--- src/rtl/piso_pkg.sv ---
// Shared definitions for the piso_stream_ser serialiser: FSM state encodings
// and the bit-counter width helper.
package piso_pkg;

    typedef enum logic [1:0] {
        ST_IDLE   = 2'd0,
        ST_SHIFT  = 2'd1,
        ST_PARITY = 2'd2
    } state_e;

    function automatic int cnt_width(input int width);
        return (width > 2) ? $clog2(width) : 1;
    endfunction

endpackage

--- src/rtl/piso_shreg.sv ---
// WIDTH-bit load/shift register; shifts toward the selected output end and
// zero-fills behind the departing bit.
module piso_shreg #(
    parameter int WIDTH     = 8,
    parameter bit MSB_FIRST = 1'b1
) (
    input  logic             clk_i,
    input  logic             rst_n_i,
    input  logic             load_i,
    input  logic             shift_i,
    input  logic [WIDTH-1:0] data_i,
    output logic             bit_o
);

    logic [WIDTH-1:0] shreg_q, shreg_d;

    always_comb begin
        shreg_d = shreg_q;
        if (load_i) begin
            shreg_d = data_i;
        end else if (shift_i) begin
            shreg_d = MSB_FIRST ? {shreg_q[WIDTH-2:0], 1'b0}
                                : {1'b0, shreg_q[WIDTH-1:1]};
        end
    end

    always_ff @(posedge clk_i or negedge rst_n_i) begin
        if (!rst_n_i) begin
            shreg_q <= '0;
        end else begin
            shreg_q <= shreg_d;
        end
    end

    assign bit_o = MSB_FIRST ? shreg_q[WIDTH-1] : shreg_q[0];

endmodule

--- src/rtl/piso_stream_ser.sv ---
// Parallel-in/serial-out stream serialiser with valid/ready input and
// gap-free back-to-back frames. Define PISO_STREAM_SER_PARITY_EN to append an even-parity bit.
module piso_stream_ser
    import piso_pkg::*;
#(
    parameter int WIDTH      = 8,
    parameter bit MSB_FIRST  = 1'b1,
    parameter bit IDLE_LEVEL = 1'b0
) (
    input  logic             clk,
    input  logic             rst,
    input  logic [WIDTH-1:0] in_data,
    input  logic             in_valid,
    output logic             in_ready,
    input  logic             shift_en,
    output logic             out,
    output logic             out_valid,
    output logic             out_last,
    output logic             busy
);

    localparam int            CW   = cnt_width(WIDTH);
    localparam logic [CW-1:0] LAST = CW'(WIDTH - 1);

    state_e          state_q;
    logic [CW-1:0]   cnt_q;
    logic            in_shift;
    logic            data_done;
    logic            frame_done;
    logic            load;
    logic            sh_bit;

    assign in_shift  = (state_q == ST_SHIFT);
    assign data_done = in_shift && (cnt_q == LAST) && shift_en;

`ifdef PISO_STREAM_SER_PARITY_EN
    logic parity_q;
    assign frame_done = (state_q == ST_PARITY) && shift_en;
`else
    assign frame_done = data_done;
`endif

    // in_ready opens in the very cycle the final bit is consumed so the next
    // word can follow without an idle gap.
    assign in_ready = rst && ((state_q == ST_IDLE) || frame_done);
    assign load     = in_valid && in_ready;

    piso_shreg #(
        .WIDTH     (WIDTH),
        .MSB_FIRST (MSB_FIRST)
    ) u_shreg (
        .clk_i   (clk),
        .rst_n_i (rst),
        .load_i  (load),
        .shift_i (in_shift && shift_en),
        .data_i  (in_data),
        .bit_o   (sh_bit)
    );

    always_ff @(posedge clk or negedge rst) begin
        if (!rst) begin
            state_q  <= ST_IDLE;
            cnt_q    <= '0;
`ifdef PISO_STREAM_SER_PARITY_EN
            parity_q <= 1'b0;
`endif
        end else if (load) begin
            state_q  <= ST_SHIFT;
            cnt_q    <= '0;
`ifdef PISO_STREAM_SER_PARITY_EN
            parity_q <= ^in_data;
`endif
        end else begin
            case (state_q)
                ST_IDLE: ;
                ST_SHIFT: begin
                    if (data_done) begin
                        cnt_q <= '0;
`ifdef PISO_STREAM_SER_PARITY_EN
                        state_q <= ST_PARITY;
`else
                        state_q <= ST_IDLE;
`endif
                    end else if (shift_en) begin
                        cnt_q <= cnt_q + 1'b1;
                    end
                end
                ST_PARITY: begin
                    if (shift_en) begin
                        state_q <= ST_IDLE;
                    end
                end
                default: state_q <= ST_IDLE;
            endcase
        end
    end

    always_comb begin
        out = IDLE_LEVEL;
        if (in_shift) begin
            out = sh_bit;
        end
`ifdef PISO_STREAM_SER_PARITY_EN
        if (state_q == ST_PARITY) begin
            out = parity_q;
        end
`endif
    end

    assign out_valid = (state_q != ST_IDLE);
    assign busy      = (state_q != ST_IDLE);
`ifdef PISO_STREAM_SER_PARITY_EN
    assign out_last  = (state_q == ST_PARITY);
`else
    assign out_last  = in_shift && (cnt_q == LAST);
`endif

endmodule

--- config.mk ---
export PLATFORM = sky130hd
export DESIGN_NAME = piso_stream_ser
export DESIGN_NICKNAME = d
export VERILOG_FILES = /design/src/rtl/piso_pkg.sv /design/src/rtl/piso_shreg.sv /design/src/rtl/piso_stream_ser.sv
export SDC_FILE = /design/constraint.sdc
export NUM_CORES = 1
export LEC_CHECK = 0
export ABC_CLOCK_PERIOD_IN_PS = 2550
export CORE_UTILIZATION = 25
export CTS_BUF_LIST = sky130_fd_sc_hd__clkbuf_8
export DETAILED_ROUTE_END_ITERATION = 16
export PLACE_DENSITY = 0.52
export SKIP_CTS_REPAIR_TIMING = 1
export SLEW_MARGIN = 25
export SYNTH_ARGS = -nofsm -noshare
export SYNTH_HDL_FRONTEND = slang
export SYNTH_SLANG_ARGS = --single-unit
export TNS_END_PERCENT = 50
--- constraint.sdc ---
create_clock -name clk -period 2.55 [get_ports clk]
set_input_delay 0.6375 -clock clk [delete_from_list [all_inputs] [get_ports clk]]
set_output_delay 0.6375 -clock clk [all_outputs]
set_load 0.01 [all_outputs]
# Word-level counts from Yosys, hierarchy flattened
# Index checks and enable logic that the tools add are counted.
# word_totals
register_bits	13
input_bits	12
out_inout_bits	5
elab_cells	34
# classes
n_addsub	1
n_eq_ne	6
muxes	11
reduce_logical	13
# op_table
op	n
$mux 8	2
$mux 3	4
$mux 2	3
$pmux 2 s3	1
$reduce_bool 2->1	3
$logic_and 1x1->1	5
$add 3x1->3 const B	1
$eq 3x3->1 const B	1
$ne 3x1->1 const B	1
$ne 3x3->1 const B	1
$reduce_and 3->1	1
$reduce_bool 3->1	1
$eq 2x1->1 const B	1
$eq 2x2->1 const B	1
$logic_not 2->1	1
$ne 2x2->1 const B	1
$reduce_and 2->1	1
$logic_or 1x1->1	1
$mux 1	1

# Logic depth before layout (Yosys ltp)
# logic_depth
ltp_word	8
mapped_depth	6

# Hierarchy
# Synthesis repeated with hierarchy kept, for this count alone.
# unflattened
hier_cells	59
area_unflattened_um2	653.1
# by_module_without_submodules
mod	instances	cells_each	area_each_um2
piso_shreg	1	34	369.1
piso_stream_ser	1	25	284.0

# Worst setup path after synthesis
# OpenSTA, ideal clock, no wires.
# synth_timing
path_type	flip-flop to output port
from	register cnt_q[0]
to	output in_ready
t_arrival_ns	1.192
t_required_ns	1.913
setup_slack_ns	0.720
path_stages_with_launch	5
path_buffers	0
cell_sequence	dfrtp_1 ha_1 ha_1 a21bo_2 and2_2
# synth_via
elab_chain_cells	5
# synth_lines
element	line	text
from (decl)	piso_stream_ser.sv:26	logic [CW-1:0] cnt_q;
from (signal assigned)	piso_stream_ser.sv:85	cnt_q <= cnt_q + 1'b1;
$eq 3x3->1	piso_stream_ser.sv:34	assign data_done = in_shift && (cnt_q == LAST) && shift_en;
$logic_and 1x1->1 (2 in series)	piso_stream_ser.sv:34	
$logic_or 1x1->1	piso_stream_ser.sv:45	assign in_ready = rst && ((state_q == ST_IDLE) || frame_done);
$logic_and 1x1->1	piso_stream_ser.sv:45	
to (decl)	piso_stream_ser.sv:14	output logic in_ready,
# No other way between the ends.

# Final worst setup path
# layout_timing
from	register cnt_q[0]
to	output out_last
# layout_via
elab_chain_cells	2
# layout_lines
element	line	text
$eq 3x3->1	piso_stream_ser.sv:115	assign out_last = in_shift && (cnt_q == LAST);
$logic_and 1x1->1	piso_stream_ser.sv:115	
to (decl)	piso_stream_ser.sv:18	output logic out_last,
# No other way between the ends.

==> impl_metrics.env <==
export IMPL_required_ns=1.91
export IMPL_rsz0062_at_grt="false"
export IMPL_clk_pin_slew_ns=0.05
export IMPL_status="complete, no violations"
export IMPL_synthFlopType="dfrtp_1"
export IMPL_synth_edf_count=0
export IMPL_cts_tree="yes"
export IMPL_synthTopCellsByArea="dfrtp_1, mux2_4, mux2_1"
export IMPL_slew_headroom_pct=74.9
export IMPL_drc=0
export IMPL_io_buffers=16
export IMPL_highest_layer="met4"
export IMPL_final_antenna_net_count=0
export IMPL_grt_max_degree=14
export IMPL_die_w_um=53.4
export IMPL_wl_per_cell_um=10.4
export IMPL_globalplace_congestion=0.629
export IMPL_num_rows=18
export IMPL_chipHeight_um=53.4
export IMPL_critPathKind="reg -> out"
export IMPL_fin_nets=87
export IMPL_yosys_area_top_type="dfrtp_1"
export IMPL_dr_wl_met2_um=465
export IMPL_crit_path_top_delay_cell="clkdlybuf4s50_1"
export IMPL_power_density_nw_per_um2=881
export IMPL_cts_sinks=12
export IMPL_totalWireLength_um=1060
export IMPL_cts_buffer_depth=2
export IMPL_cts_max_level=1
export IMPL_whs_ns=0.530
export IMPL_worstHoldPathCells=2
export IMPL_fin_crit_ns=2.37
export IMPL_ios=17
export IMPL_cts_root_buf="clkbuf_8"
export IMPL_crit_fanout=4
export IMPL_initial_utilization_pct=26.7
export IMPL_clk_latency_ns=0.24
export IMPL_cp_cell_sequence="ha_1 -> ha_1 -> and2_2 -> clkdlybuf4s50_1"
export IMPL_power_leakage_nw=0.444
export IMPL_wl_met1_um=455
export IMPL_grt_pass1_vias=425
export IMPL_finalInstanceArea_sq_um=916
export IMPL_peakVddDrop_uv=341
export IMPL_max_stage_delay_ns=0.47
export IMPL_clock_fmax_mhz=422
export IMPL_r2r_cells=6
export IMPL_syn_avg_cell_area_sq_um=13.0
export IMPL_via_per_inst=4.27
export IMPL_yosysTopAreaCellShare_pct=45.5
export IMPL_area_growth_pct=38.6
export IMPL_worst_slew_pin_slew_ns=0.375
export IMPL_synth_fp_nets=65
export IMPL_ys_top_cells_by_count="dfrtp_1, mux2_4, mux2_1, nand2_1"
export IMPL_finalSetupViolCount=0
export IMPL_fin_crit_sh_pct=93.0
export IMPL_critPathLaunchType="register"
export IMPL_core_sq_um=2480
export IMPL_yosysWarnings=0
export IMPL_yosysMostFrequentCell="dfrtp_1"
export IMPL_placed_area_sq_um=858
export IMPL_grt_overflow=0
export IMPL_hold_violations=0
export IMPL_gr_usage_all_layers_pct=9.52
export IMPL_hp_class="reg -> reg"
export IMPL_drive_gt1_share_pct=31.9
export IMPL_drt_initial_drc_count=9
export IMPL_post_dp_hpwl_um=780
export IMPL_dieArea_sq_um=2850
export IMPL_finClkSkew_ns=0.000493
export IMPL_async_flop_share_pct=100
export IMPL_critPathMostFrequentCell="ha_1"
export IMPL_cts_buffers=3
export IMPL_cp_arrival_ns=1.73
export IMPL_vias=436
export IMPL_seq_area_frac_synth_pct=45.5
export IMPL_grt_pass1_wl_um=1810
export IMPL_synth_cell_area_sq_um=661
export IMPL_antenna_found_initial=0
export IMPL_dr_wl_met3_um=101
export IMPL_slew_violations=0
export IMPL_setup_tns_ns=0
export IMPL_netlist_instances=51
export IMPL_ys_ff_latch=12
export IMPL_dr_pass1_iters=4
export IMPL_end_kind="primary output"
export IMPL_cap_viol_max_count=0
export IMPL_diodes=0
export IMPL_ys_types=18
-- power breakdown --
part           switching (mW)  total, mW  internal, mW
sequential             0.0385      0.300         0.261
clock                  0.0664      0.203         0.136
combinational           0.104      0.304         0.200
-- critical path: cells and delay by family, from the launching register on --
family        cells  cell delay [ns]
fa+ha+maj         2             0.44
buf+inv           1             0.47
flops             1             0.39
simple gates      1             0.20
-- area by class of cell --
type / instances / area [sq um]
fillers: 275 / 1560
inverters: 2 / 7.51
flip-flops and latches: 12 / 300
well taps: 30 / 37.5
multi-input cells: 34 / 323
clock buffers: 4 / 55.1
repair buffers: 20 / 193
-- placed cells by master (no fill, tap or decap) --
cell type         n
o32ai_1           1
nor2b_4           1
nand2_2           1
dfrtp_1          12
clkdlybuf4s50_1  15
mux2_1            5
a21oi_1           1
dlymetal6s2s_1    1
ha_1              2
nor2_1            2
buf_4             4
and2_2            3
inv_1             2
nand2_1           5
mux2i_1           2
clkbuf_8          4
mux2_4            6
mux2_2            3
a21bo_2           1
nand3_1           1
-- stage by stage --
step	setup slack, ns	power (mW)	utilization, %	cells
2_1_floorplan	0.720	0.520	-	51
3_3_place_gp	0.0117	0.610	34.6	98
3_5_place_dp	-0.00626	0.616	34.6	98
4_1_cts	-0.0429	0.824	36.9	102
5_1_grt	0.113	0.868	37.0	102
6_report	0.180	0.807	37.0	102
-- cells by family (layout without fill, tap and decap cells) --
family	Yosys count	after routing	share of synthesized area [%]
buf+inv	5	26	5.68
simple gates	13	13	11.2
fa+ha+maj	2	2	3.79
mux	16	16	30.3
flops	12	12	45.5
compound gates	3	3	3.60
-- registers in the layout (all words and copies together), names as in the netlist --
| register | count |
|---|---|
| state_q | 1 |
| u_shreg.shreg_q | 8 |
| cnt_q | 3 |
-- path summary, 6_finish.rpt --
path | from | endpoint | slack, ns
min | u_shreg.shreg_q[0] | u_shreg.shreg_q[0] | 0.53
max | cnt_q[0] | out_last | 0.18
min in group asynchronous | rst | state_q[0] | 0.74
max in group asynchronous | rst | u_shreg.shreg_q[5] | 1.66
min reg2reg | u_shreg.shreg_q[0] | u_shreg.shreg_q[0] | 0.53
max reg2reg | cnt_q[0] | u_shreg.shreg_q[7] | 0.70
-- metal layers --
metal / vias up / global-route usage, %
met2: 17 / 14.0
met4: 0 / 7.89
met3: 4 / 4.02
met5: - / 0
met1: 201 / 10.5
li1: 214 / -
Power figures use the tool's default switching activity.
